<file path="src/rtl/ro_meas_pkg.sv">
// ro_meas_pkg: shared state encoding and default widths for the ring-oscillator measurement controller
package ro_meas_pkg;
  localparam int DEF_WIN_W = 16;
  localparam int DEF_CNT_W = 24;
  localparam int DEF_SETTLE = 8;
  typedef enum logic [1:0] {S_IDLE = 2'd0, S_SETTLE = 2'd1, S_MEAS = 2'd2, S_DONE = 2'd3} state_t;
endpackage

</file>
<file path="src/rtl/ro_meas_ctrl_if.sv">
// ro_meas_ctrl_if: control (start/abort/window), RO macro (ro_div/ro_en) and readout (busy/done/count/ovf) signals
interface ro_meas_ctrl_if import ro_meas_pkg::*; #(
  parameter int WIN_W = DEF_WIN_W,
  parameter int CNT_W = DEF_CNT_W
);
  logic start, abort, ro_div, ro_en, busy, done, ovf;
  logic [WIN_W-1:0] window;
  logic [CNT_W-1:0] count;
  modport master (output start, abort, window, ro_div, input ro_en, busy, done, count, ovf);
  modport slave (input start, abort, window, ro_div, output ro_en, busy, done, count, ovf);
endinterface

</file>
<file path="src/rtl/ro_edge_sync.sv">
// ro_edge_sync: 2-FF synchronizer plus delay FF on ro_div; rise is a one-cycle pulse per rising edge (ports clk, reset, ro_div -> rise)
module ro_edge_sync (
  input  logic clk,
  input  logic reset,
  input  logic ro_div,
  output logic rise
);
  logic [2:0] sr;
  always_ff @(posedge clk or posedge reset)
    if (reset) sr <= '0;
    else sr <= {sr[1:0], ro_div};
  assign rise = sr[1] & ~sr[2];
endmodule

</file>
<file path="src/rtl/ro_meas_ctrl.sv">
// ro_meas_ctrl: enables the RO, waits SETTLE cycles, counts ro_div rises over WINDOW cycles, reports count/ovf with a done pulse (ports clk, reset, bus)
module ro_meas_ctrl import ro_meas_pkg::*; #(
  parameter int WIN_W = DEF_WIN_W,
  parameter int CNT_W = DEF_CNT_W,
  parameter int SETTLE = DEF_SETTLE
) (
  input logic clk,
  input logic reset,
  ro_meas_ctrl_if.slave bus
);
  localparam int SW = $clog2(SETTLE + 1);
  state_t state, state_nxt;
  logic rise, inc, go, ro_en_q, ovf_s, ovf_nxt, ovf_q;
  logic [SW-1:0] st_cnt;
  logic [WIN_W-1:0] win_q, win_cnt;
  logic [CNT_W-1:0] cnt, cnt_nxt, count_q;
  ro_edge_sync u_sync (.clk(clk), .reset(reset), .ro_div(bus.ro_div), .rise(rise));
  assign go = state == S_IDLE && bus.start && !bus.abort;
  assign inc = state == S_MEAS && rise;
  assign cnt_nxt = inc && !(&cnt) ? cnt + CNT_W'(1) : cnt;
  assign ovf_nxt = ovf_s | (inc & (&cnt));
  assign bus.ro_en = ro_en_q;
  assign bus.count = count_q;
  assign bus.ovf = ovf_q;
  always_ff @(posedge clk or posedge reset)
    if (reset) state <= S_IDLE;
    else state <= state_nxt;
  always_comb begin
    state_nxt = state;
    case (state)
      S_IDLE:   state_nxt = !go ? S_IDLE : bus.window == '0 ? S_DONE : S_SETTLE;
      S_SETTLE: state_nxt = st_cnt == SW'(SETTLE - 1) ? S_MEAS : S_SETTLE;
      S_MEAS:   state_nxt = win_cnt == win_q - WIN_W'(1) ? S_DONE : S_MEAS;
      default:  state_nxt = S_IDLE;
    endcase
    if (bus.abort) state_nxt = S_IDLE;
    bus.busy = state != S_IDLE;
    bus.done = state == S_DONE;
  end
  always_ff @(posedge clk or posedge reset)
    if (reset) begin
      ro_en_q <= 1'b0;
      st_cnt <= '0;
      win_cnt <= '0;
      win_q <= '0;
      cnt <= '0;
      ovf_s <= 1'b0;
      count_q <= '0;
      ovf_q <= 1'b0;
    end else begin
      ro_en_q <= state_nxt == S_SETTLE || state_nxt == S_MEAS;
      st_cnt <= state == S_SETTLE ? st_cnt + SW'(1) : '0;
      win_cnt <= state == S_MEAS ? win_cnt + WIN_W'(1) : '0;
      if (go) win_q <= bus.window;
      cnt <= go ? '0 : cnt_nxt;
      ovf_s <= go ? 1'b0 : ovf_nxt;
      if (state_nxt == S_DONE) begin
        count_q <= state == S_MEAS ? cnt_nxt : '0;
        ovf_q <= state == S_MEAS && ovf_nxt;
      end
    end
endmodule

</file>
<file path="src/flat_wrapper.sv">
// flat-port wrapper written by rule: the top's interface ports become plain ports
module ro_meas_ctrl_flat import ro_meas_pkg::*;
#(
  parameter int WIN_W = DEF_WIN_W,
  parameter int CNT_W = DEF_CNT_W,
  parameter int SETTLE = DEF_SETTLE
)
  (clk, reset, bus_start, bus_abort, bus_window, bus_ro_div, bus_ro_en, bus_busy, bus_done, bus_count, bus_ovf);
  ro_meas_ctrl_if #(.WIN_W(WIN_W), .CNT_W(CNT_W)) bus_i ();
  input logic clk;
  input logic reset;
  input wire logic [$bits(bus_i.start)-1:0] bus_start;
  input wire logic [$bits(bus_i.abort)-1:0] bus_abort;
  input wire logic [$bits(bus_i.window)-1:0] bus_window;
  input wire logic [$bits(bus_i.ro_div)-1:0] bus_ro_div;
  output wire logic [$bits(bus_i.ro_en)-1:0] bus_ro_en;
  output wire logic [$bits(bus_i.busy)-1:0] bus_busy;
  output wire logic [$bits(bus_i.done)-1:0] bus_done;
  output wire logic [$bits(bus_i.count)-1:0] bus_count;
  output wire logic [$bits(bus_i.ovf)-1:0] bus_ovf;
  assign bus_i.start = bus_start;
  assign bus_i.abort = bus_abort;
  assign bus_i.window = bus_window;
  assign bus_i.ro_div = bus_ro_div;
  assign bus_ro_en = bus_i.ro_en;
  assign bus_busy = bus_i.busy;
  assign bus_done = bus_i.done;
  assign bus_count = bus_i.count;
  assign bus_ovf = bus_i.ovf;
  ro_meas_ctrl #(.WIN_W(WIN_W), .CNT_W(CNT_W), .SETTLE(SETTLE)) u_core (.clk(clk), .reset(reset), .bus(bus_i));
endmodule
</file>
<file path="config.mk">
export PLATFORM = sky130hd
export DESIGN_NAME = ro_meas_ctrl_flat
export DESIGN_NICKNAME = d
export VERILOG_FILES = /design/src/rtl/ro_meas_pkg.sv /design/src/rtl/ro_meas_ctrl_if.sv /design/src/rtl/ro_edge_sync.sv /design/src/rtl/ro_meas_ctrl.sv /design/src/flat_wrapper.sv
export SDC_FILE = /design/constraint.sdc
export NUM_CORES = 1
export LEC_CHECK = 0
export BUFFER_PORTS_ARGS = -buffer_cell sky130_fd_sc_hd__clkbuf_2
export CORE_ASPECT_RATIO = 1.2
export CORE_MARGIN = 5
export CORE_UTILIZATION = 26
export CTS_CLUSTER_SIZE = 24
export DETAILED_ROUTE_END_ITERATION = 8
export HOLD_SLACK_MARGIN = 0.03
export PLACE_DENSITY = 0.4
export SETUP_SLACK_MARGIN = 0.5
export SKIP_LAST_GASP = 1
export SLEW_MARGIN = 20
export SYNTH_ARGS = -nofsm -noshare
export SYNTH_HDL_FRONTEND = slang
export SYNTH_SLANG_ARGS = --single-unit
</file>
<file path="constraint.sdc">
create_clock -name clk -period 6.1 [get_ports clk]
set_input_delay 0.61 -clock clk [delete_from_list [all_inputs] [get_ports clk]]
set_output_delay 0.61 -clock clk [all_outputs]
set_load 0.05 [all_outputs]
</file>
# [Word level (Yosys, flattened, before mapping)]
# Index checks and enable logic that the tools add are counted.
# W data, S select, Z words.
[op_classes] n_addsub=4 mux=12 n_eq_ne=8 n_reduce_logical=12 bitwise=4
[ops] cell="$mux W24" count=3
[ops] cell="$add A24 B1 Y24 const B" count=1
[ops] cell="$reduce_and A24 Y1" count=1
[ops] cell="$add A16 B1 Y16 const B" count=1
[ops] cell="$eq A16 B16 Y1" count=1
[ops] cell="$logic_not A16 Y1" count=1
[ops] cell="$mux W16" count=1
[ops] cell="$sub A16 B1 Y16 const B" count=1
[ops] cell="$eq A2 B2 Y1 const B" count=4
[ops] cell="$mux W2" count=4
[ops] cell="$pmux W2 S3" count=1
[ops] cell="$logic_and A1 B1 Y1" count=5
[ops] cell="$add A4 B1 Y4 const B" count=1
[ops] cell="$eq A2 B1 Y1 const B" count=2
[ops] cell="$eq A4 B3 Y1 const B" count=1
[ops] cell="$mux W4" count=1
[ops] cell="$and A1 B1 Y1" count=2
[ops] cell="$logic_not A1 Y1" count=2
[ops] cell="$logic_not A2 Y1" count=1
[ops] cell="$mux W1" count=2
[ops] cell="$reduce_bool A2 Y1" count=1
[ops] cell="$logic_or A1 B1 Y1" count=1
[ops] cell="$not A1 Y1" count=1
[ops] cell="$or A1 B1 Y1" count=1
[totals] output_inout_bits=28 inputBits=21 reg_bits=92 wordCells=50

# [Logic depth before layout (Yosys ltp)]
# Gate-level depths: netlist (run 1).
[depth] depth_word=8 depth_mapped=15 mapped_depth_nobuf=12

# [Hierarchy]
# A second synthesis (run 1) with hierarchy kept.
[unflattened] hier_cells=439 area_unflattened_um2=4464.3
[by_module_without_submodules] mod="ro_meas_ctrl" cells_each=434 n_inst=1 area_each_um2=4371.7 seq_area_each_um2=2227.1
[by_module_without_submodules] mod="ro_edge_sync" cells_each=5 n_inst=1 area_each_um2=92.6 seq_area_each_um2=75.1

# [Worst setup path after synthesis (run 1)]
# Ideal clock, no wire load.
[synth_timing] path_type="reg2reg" start="register u_core.win_q[0]" end="register u_core.count_q[10], in the netlist u_core.bus.count[10]" arrival_time_ns=2.506 slack_ns=3.463 synth_period_minus_slack_ns=2.637 setup_time_ns=0.132 required_time_ns=5.968 path_buffers=2 path_stages_with_launch=14 path_cell_list="dfrtp_1 -> clkbuf_1 -> inv_1 -> ha_1 -> xnor2_1 -> and3_1 -> o211ai_1 -> o311ai_0 -> and3_1 -> a31o_2 -> ha_1 -> nand2_1 -> clkbuf_1 -> o2bb2ai_1"
[synth_between] elab_chain_cells=6
[synth_rtl] element="start: declaration" line_no="ro_meas_ctrl.sv:15" rtl="logic [WIN_W-1:0] win_q, win_cnt;"
[synth_rtl] element="start signal: assignment" line_no="ro_meas_ctrl.sv:54" rtl="if (go) win_q <= bus.window;"
[synth_rtl] element="$sub A16 B1 Y16" line_no="ro_meas_ctrl.sv:33" rtl="S_MEAS: state_nxt = win_cnt == win_q - WIN_W'(1) ? S_DONE : S_MEAS;"
[synth_rtl] element="$eq A16 B16 Y1" line_no="ro_meas_ctrl.sv:33"
[synth_rtl] element="$mux W1" line_no="ro_meas_ctrl.sv:33"
[synth_rtl] element="$pmux W2 S3" line_no="ro_meas_ctrl.sv:30" rtl="case (state)"
[synth_rtl] element="$mux W2" line_no="ro_meas_ctrl.sv:36" rtl="if (bus.abort) state_nxt = S_IDLE;"
[synth_rtl] element="net u_core.state_nxt[0]" line_no="ro_meas_ctrl.sv:12" rtl="state_t state, state_nxt;"
[synth_rtl] element="$eq A2 B2 Y1" line_no="ro_meas_ctrl.sv:57" rtl="if (state_nxt == S_DONE) begin"
[synth_rtl] element="end signal: assignment" line_no="ro_meas_ctrl.sv:58" rtl="count_q <= state == S_MEAS ? cnt_nxt : '0;"
[synth_rtl] element="end: declaration" line_no="ro_meas_ctrl.sv:16" rtl="logic [CNT_W-1:0] cnt, cnt_nxt, count_q;"
# The timed path passes the listed nets, and every way through them passes these cells.
# A chain may end at the register's enable or synchronous reset.

# [Worst setup path in the final report (run 1)]
[layout_timing] start="register u_core.state[1]" end="register u_core.count_q[7], in the netlist u_core.bus.count[7]"
[layout_between] elab_chain_cells=7 word_cells_on_any_way=13 classes_between="eq/ne (3); mux (5); reduce/logical (5)"
[layout_rtl] element="start: declaration" line_no="ro_meas_ctrl.sv:12"
[layout_rtl] element="start signal: assignment" line_no="ro_meas_ctrl.sv:27" rtl="else state <= state_nxt;"
[layout_rtl] element="$logic_not A2 Y1" line_no="ro_meas_ctrl.sv:18, ro_meas_ctrl.sv:30"
[layout_rtl] element="$logic_and A1 B1 Y1 (2 in series)" line_no="ro_meas_ctrl.sv:18" rtl="assign go = state == S_IDLE && bus.start && !bus.abort;"
[layout_rtl] element="$mux W2" line_no="ro_meas_ctrl.sv:31" rtl="S_IDLE: state_nxt = !go ? S_IDLE : bus.window == '0 ? S_DONE : S_SETTLE;"
[layout_rtl] element="$pmux W2 S3 *" line_no="ro_meas_ctrl.sv:30"
[layout_rtl] element="$mux W2 *" line_no="ro_meas_ctrl.sv:36"
[layout_rtl] element="net u_core.state_nxt[1]" line_no="ro_meas_ctrl.sv:12"
[layout_rtl] element="$eq A2 B2 Y1 *" line_no="ro_meas_ctrl.sv:57"
# Mark *: on every way through the listed nets, which the timed path passes. The rest lies on a longest branch.

==> flow_metrics.tcl, run 1 <==
set metrics [dict create \
    yosysMostFrequentCell "dfrtp_1" \
    cp.arrival_ns 4.09 \
    overflow 0 \
    rsz0062_at_grt "false" \
    track_usage_pct 11.73 \
    crit_slowest_cell "clkinv_1" \
    ir_drop_mv 0.1162 \
    cts_resized 0 \
    cts_hold_buffers 0 \
    critical_path_class "flip-flop to flip-flop" \
    fmax_mhz 263.5 \
    clk_pin_slew_ns 0.07 \
    p_per_area_mw_per_mm2 265.0 \
    port_buffers 48 \
    crit_path_start_kind "flip-flop" \
    synth-main-ff-cell "dfrtp_1" \
    firstDrtPassIters 4 \
    cts_root_buf "clkbuf_16" \
    start_util_pct 26.18 \
    syn_nets 457 \
    synth_top_cell_by_area "dfrtp_1" \
    finalSetupViolations 0 \
    fin_ws_ns 2.304 \
    place_hpwl_um 8003 \
    ant_nets 0 \
    cts_setup_buffers 0 \
    num_antenna_cells 0 \
    yosysWarningCount 0 \
    synth_seq_cells 92 \
    critPathMaxFanout 45 \
    cts.sinks 92 \
    row_count 53 \
    area_growth_pct 16.64 \
    post-route-period-util_pct 62.22 \
    slowest_delay_ns 0.69 \
    io_pins 49 \
    status "complete, no violations" \
    grt_pass1_vias 3410 \
    slew_headroom_pct 40.42 \
    path_cells "or2_2, nor3b_4, buf_4, and3_1, nand3_1, a211oi_1, ha_1, clkinv_1, nor3_1, a21o_1" \
    worstHoldPathType "input pin to async pin" \
    cts_buffer_depth 2 \
    die_x_um 130.7 \
    synth_area_leaders "dfrtp_1 (51%), xnor2_1 (6.7%), xor2_1 (5.2%)" \
    coreArea_mm2 0.01737 \
    critPathCaptureType "flip-flop" \
    worstPathRequired_ns 6.39 \
    finalHoldViolCount 0 \
    cts_tree "done" \
    grt_max_degree 63 \
    regToRegEndpoint "u_core.bus.count[7]$_DFFE_PP0N_" \
    num_vias 3284 \
    cp_top_family "simple AND/OR/NAND/NOR gates" \
    holdWs_ns 0.2787 \
    ys_seq_area_share_pct 50.62 \
    gp_congestion 0.7798 \
    syn_area_mm2 0.004548 \
    max-cap-violations 0 \
    drt-total-wl_um 11220 \
    ys_types 49 \
    route.detailed.drc 0 \
    antenna_found_initial 0 \
    reg2reg_setup_slack_ns 2.30 \
    cts_htree_levels 3 \
    cts_buffers 9 \
    viasPerCell 4.705 \
    crit_buf_inv 2 \
    drive_gt1_share_pct 19.25 \
    worstSkewPairLatency_ns 0.35 \
    finalNonFillerCells 698 \
    r2r_cells 10 \
    netlist_top_cells_count "dfrtp_1 (92), nor2_1 (57), xnor2_1 (35), xor2_1 (27), nand2_1 (25)" \
    synthCells 431 \
    grt_pass1_wl_um 18610 \
    pre_cts_ws_ns 2.528 \
    syn-mean-instance-area_um2 10.55 \
    dp.cells 682 \
    fp.dieH_um 154.9 \
    reg2reg_from "u_core.state[1]$_DFF_PP0_" \
    post_drt_wl_per_cell_um 16.07 \
    synthArstFlopShare_pct 100.0 \
    tightest_slew_ns 0.8938 \
    finalCriticalPeriod_ns 3.796 \
    synth.top_cell.area_share_pct 50.62 \
    dieArea_mm2 0.02025 \
    synth_edf_count 0 \
    fin_skew_ns 0.01143 \
    nets 499 \
    total_leakage_power_nw 2.256 \
    drt_iter0_drc 150 \
    slew_violations 0 \
    setup_tns_ns 0 \
    fillers 1852 \
]
state kept, by name, indices dropped and copies added, names as in the netlist:
register and cells:
u_core.bus.count 24, u_core.state 2, u_core.cnt 24, u_core.win_q 16
u_core.bus.ro_en 1, u_core.st_cnt 4, u_core.win_cnt 16, u_core.u_sync.sr 3
u_core.ovf_s 1, u_core.bus.ovf 1
layer usage:
| metal | up-vias | GRT usage [%] | wire, um |
|---|---|---|---|
| met4 | 0 | 4.704 | 211 |
| met3 | 12 | 2.129 | 377 |
| li1 | 1605 | - | - |
| met2 | 62 | 19.65 | 5566 |
| met1 | 1605 | 14.84 | 5064 |
| met5 | - | 0 | 0 |
power by group:
part | internal, W | switching, W
clock network | 0.000331 | 0.000250
logic | 0.0000644 | 0.0000841
registers | 0.000635 | 0.0000405
final cells by class:
type | instances | area (um2) | area share [%]
clock buffers | 11 | 242.7 | 4.575
inverters | 9 | 35.03 | 0.6604
repair buffers | 50 | 255.2 | 4.811
multi-input cells | 311 | 2135 | 40.24
flip-flops and latches | 92 | 2302 | 43.40
well taps | 220 | 275.3 | 5.189
clock inverters | 5 | 60.06 | 1.132
how the worst max path moves through the flow:
stage | start | to | slack [ns] | cells past startpoint
after floorplan | reset | u_core.bus.count[0]$_DFFE_PP0N_ | 3.10 | 1
after detailed placement | u_core.win_q[0]$_DFFE_PP0P_ | u_core.bus.count[7]$_DFFE_PP0N_ | 2.53 | 12
after global placement | u_core.win_q[0]$_DFFE_PP0P_ | u_core.bus.count[7]$_DFFE_PP0N_ | 2.57 | 12
after global routing | u_core.state[1]$_DFF_PP0_ | u_core.bus.count[12]$_DFFE_PP0N_ | 1.83 | 9
after CTS | u_core.win_q[0]$_DFFE_PP0P_ | u_core.bus.count[7]$_DFFE_PP0N_ | 2.52 | 12
final | u_core.state[1]$_DFF_PP0_ | u_core.bus.count[7]$_DFFE_PP0N_ | 2.30 | 10
cell usage in the layout, fill, tap and decap left out, drive strengths merged, types with 2 or more instances in the layout:
| cell | count |
|---|---|
| o31ai | 8 |
| a21oi | 5 |
| clkinv | 4 |
| buf | 2 |
| nand4 | 17 |
| o21ai | 9 |
| nand3 | 21 |
| nor4b | 2 |
| nor2 | 57 |
| xnor2 | 35 |
| nor3b | 3 |
| o2bb2ai | 17 |
| inv | 8 |
| clkbuf | 59 |
| nand2 | 26 |
| and4 | 3 |
| xor2 | 27 |
| mux2i | 2 |
| mux2 | 13 |
| nor3 | 15 |
| nor2b | 2 |
| o22ai | 2 |
| and3 | 12 |
| dfrtp | 92 |
| nor4 | 7 |
| and2 | 5 |
| o211ai | 5 |
| ha | 5 |
cells by family after synthesis:
group | Yosys count | share of synthesized area (%)
xor+xnor | 62 | 11.94
buf+inv | 28 | 2.448
flops | 92 | 50.62
simple gates | 177 | 21.54
mux | 15 | 3.659
compound gates | 52 | 8.418
fa+ha+maj | 5 | 1.376
through the flow:
stage	total power, W	area (um2)	utilization [%]
final	0.001406	5305	30.53
after floorplan	0.0007925	4548	-
after detailed placement	0.0008394	5002	28.79
after CTS	0.001432	5305	30.53
after global routing	0.001472	5305	30.53
after global placement	0.0008367	5002	28.79
worst register-to-register path, cell delays in order (launching register included):
cell and delay [ns]:
dfrtp_1 0.45, or2_2 0.37, nor3b_4 0.19, buf_4 0.47, and3_1 0.28, nand3_1 0.12, a211oi_1 0.36, ha_1 0.25
clkinv_1 0.69, nor3_1 0.43, a21o_1 0.11
(Power assumes the default switching activity.)
==> inputs of run 2 (changes only) <==
- ABC_AREA: unset -> 1
- clock period: 6.1 -> 3.65 ns (I/O delays scaled with it)
==> flow_metrics.tcl, run 2 <==
set metrics [dict create \
    finalHoldViolCount 0 \
    setup_tns_ns 0 \
    synthArstFlopShare_pct 100.0 \
    finalCriticalPeriod_ns 2.772 \
    drt_iter0_drc 256 \
    utilization_pct 31.42 \
    synth_edf_count 0 \
    route.detailed.drc 0 \
    p_int_w 0.001841 \
    cts_buffer_depth 2 \
    fin_skew_ns 0.01135 \
    syn_nets 684 \
    clk_pin_slew_ns 0.07 \
    switching_share_pct 27.45 \
    cts_htree_levels 3 \
    synth_top_cell_by_area "dfrtp_1" \
    syn-mean-instance-area_um2 7.462 \
    place_hpwl_um 9856 \
    grt_pass1_vias 4423 \
    fin_ws_ns 0.8781 \
    coreArea_mm2 0.01872 \
    drive_gt1_share_pct 13.95 \
    reg2reg_setup_slack_ns 0.88 \
    dieArea_mm2 0.02174 \
    overflow 0 \
    max-cap-violations 0 \
    status "complete, no violations" \
    worstSkewPairLatency_ns 0.35 \
    synth.top_cell.area_share_pct 46.89 \
    combPwrFrac_pct 13.4 \
    port_buffers 48 \
    post-route-period-util_pct 75.94 \
    cts_tree "done" \
    cp.arrival_ns 3.05 \
    ant_nets 0 \
    regToRegEndpoint "u_core.bus.count[16]$_DFFE_PP0N_" \
    final_cell_mix "nand2_1 (187), nor2_1 (93), dfrtp_1 (92)" \
    pre_cts_ws_ns 0.3265 \
    pwr-share-seq_pct 43.9 \
    ys_seq_area_share_pct 46.89 \
    cts_buffers 9 \
    ir_drop_mv 0.2053 \
    drt-total-wl_um 13130 \
    grt_max_degree 48 \
    dp.cells 952 \
    fmax_mhz 360.8 \
    r2r_cells 19 \
    total_leakage_power_nw 2.756 \
    layout_commonest_cell "nand2_1" \
    yosysMostFrequentCell "nand2_1" \
    syn_area_mm2 0.004910 \
    finalSetupViolations 0 \
    area_growth_pct 19.80 \
    synth_area_leaders "dfrtp_1 (47%), nand2_1 (14%), nor2_1 (7.5%)" \
    row_count 55 \
    netlist_top_cells_count "nand2_1 (188), nor2_1 (98), dfrtp_1 (92), inv_1 (70), nand3_1 (37)" \
    synthCells 658 \
    die_x_um 135.4 \
    synth-main-ff-cell "dfrtp_1" \
    grt_pass1_wl_um 22100 \
    yosysWarningCount 0 \
    worstPathRequired_ns 3.93 \
    cts.sinks 92 \
    power_frac_clock_pct 42.7 \
    start_util_pct 26.23 \
    post_drt_wl_per_cell_um 13.50 \
    reg2reg_from "u_core.win_q[0]$_DFFE_PP0P_" \
    nets 738 \
    critPathMaxFanout 11 \
    fp.dieH_um 160.5 \
    tightest_slew_ns 0.5763 \
    antenna_found_initial 0 \
    finalNonFillerCells 973 \
    num_antenna_cells 0 \
    track_usage_pct 12.89 \
    viasPerCell 4.388 \
    cts_hold_buffers 0 \
    rsz0062_at_grt "false" \
    slew_headroom_pct 61.53 \
    p_per_area_mw_per_mm2 431.4 \
    critPathCaptureType "flip-flop" \
    synth_seq_cells 92 \
    critical_path_class "flip-flop to flip-flop" \
    ys_types 33 \
    crit_path_start_kind "flip-flop" \
    slew_violations 0 \
    p_sw_w 0.0006965 \
    gp_congestion 0.8582 \
    num_vias 4270 \
    cts_root_buf "clkbuf_16" \
    io_pins 49 \
    worstHoldPathType "input pin to async pin" \
    firstDrtPassIters 4 \
]
run 2: changes by cell type after synthesis, sizes merged, moves of 13 or more:
cell,delta
o21ai,+47
nand2,+164
mux2,-13
nand3,+17
nor2,+44
xnor2,-28
inv,+65
o2bb2ai,-17
run 2: power by group through the flow:
stage	clock network, W	logic, W	registers [W]
final	0.00108	0.000340	0.00111
after global routing	0.00115	0.000393	0.00112
after CTS	0.00112	0.000336	0.00111
after detailed placement	0	0.000334	0.00113
after global placement	0	0.000332	0.00113
after floorplan	0	0.000194	0.00117
run 2: critical path, stage by stage (launching register included):
cell and delay (ns):
dfrtp_1 0.39, inv_1 0.14, ha_4 0.20, nand2_1 0.07, nor2_2 0.14, nand3_1 0.11, nand2_1 0.07, nand2_1 0.04
nor2_1 0.10, nand3_1 0.08, nor2_1 0.11, nand2_1 0.09, a21oi_1 0.18, ha_1 0.18, clkinv_1 0.11, nor2_4 0.17
buf_12 0.13, clkinvlp_4 0.05, buf_4 0.18, o21ai_1 0.13
run 2: timing repair:
action                     CTS  global route
setup endpoints to repair   22            23
hold endpoints to repair     0             0
gates cloned                 1             0
pin swaps                    0             1
resized for setup            5             9
buffers inserted             2             2
run 2: kinds of logic (layout without fill, tap and decap cells):
| family | after synthesis | after routing | share of synthesized area [%] |
|---|---|---|---|
| xor gates and xnor gates | 31 | 31 | 5.530 |
| AOI/OAI and AO/OA | 68 | 68 | 7.034 |
| DFF | 92 | 92 | 46.89 |
| adders and majority gates | 5 | 5 | 1.274 |
| buffers and inverters | 90 | 149 | 7.161 |
| and+or+nand+nor | 372 | 372 | 32.11 |
run 2: per-layer routing:
layer  vias up  part of all wire [%]  track usage [%]
met5         -                     0                0
met4         0                   2.8            6.233
met3        23                   2.2            2.099
met2        60                    54            23.73
met1      2006                    41            14.18
li1       2181                     -                -
run 2: worst max path at each step:
| stage | slack [ns] | cells after the start | endpoint | startpoint |
|---|---|---|---|---|
| finish | 0.88 | 19 | u_core.bus.count[16]$_DFFE_PP0N_ | u_core.win_q[0]$_DFFE_PP0P_ |
| global route | 0.50 | 18 | u_core.bus.ovf$_DFFE_PP0N_ | u_core.win_q[0]$_DFFE_PP0P_ |
| CTS | 0.55 | 18 | u_core.bus.ovf$_DFFE_PP0N_ | u_core.win_q[0]$_DFFE_PP0P_ |
| detailed placement | 0.33 | 17 | u_core.bus.ovf$_DFFE_PP0N_ | u_core.win_q[0]$_DFFE_PP0P_ |
| global placement | 0.38 | 17 | u_core.bus.count[12]$_DFFE_PP0N_ | u_core.win_q[0]$_DFFE_PP0P_ |
| floorplan | 0.89 | 1 | u_core.bus.count[0]$_DFFE_PP0N_ | reset |
run 2: through the flow:
stage | total power (W) | cell area [um2] | hold slack [ns]
2_1_floorplan | 0.001368 | 4910 | 0.3312
3_3_place_gp | 0.001465 | 5445 | 0.3384
3_5_place_dp | 0.001467 | 5445 | 0.3371
4_1_cts | 0.002566 | 5822 | 0.05325
5_1_grt | 0.002669 | 5882 | 0.1042
6_report | 0.002537 | 5882 | 0.03638
run 2: layout make-up:
cell class | instances | area (um2)
Clock inverter | 7 | 115.1
Clock buffer | 9 | 225.2
Timing Repair Buffer | 57 | 320.3
Fill cell | 2080 | 12840
Tap cell | 256 | 320.3
Inverter | 75 | 286.5
Timing Repair inverter | 1 | 7.507
Multi-Input combinational cell | 476 | 2305
Sequential cell | 92 | 2302
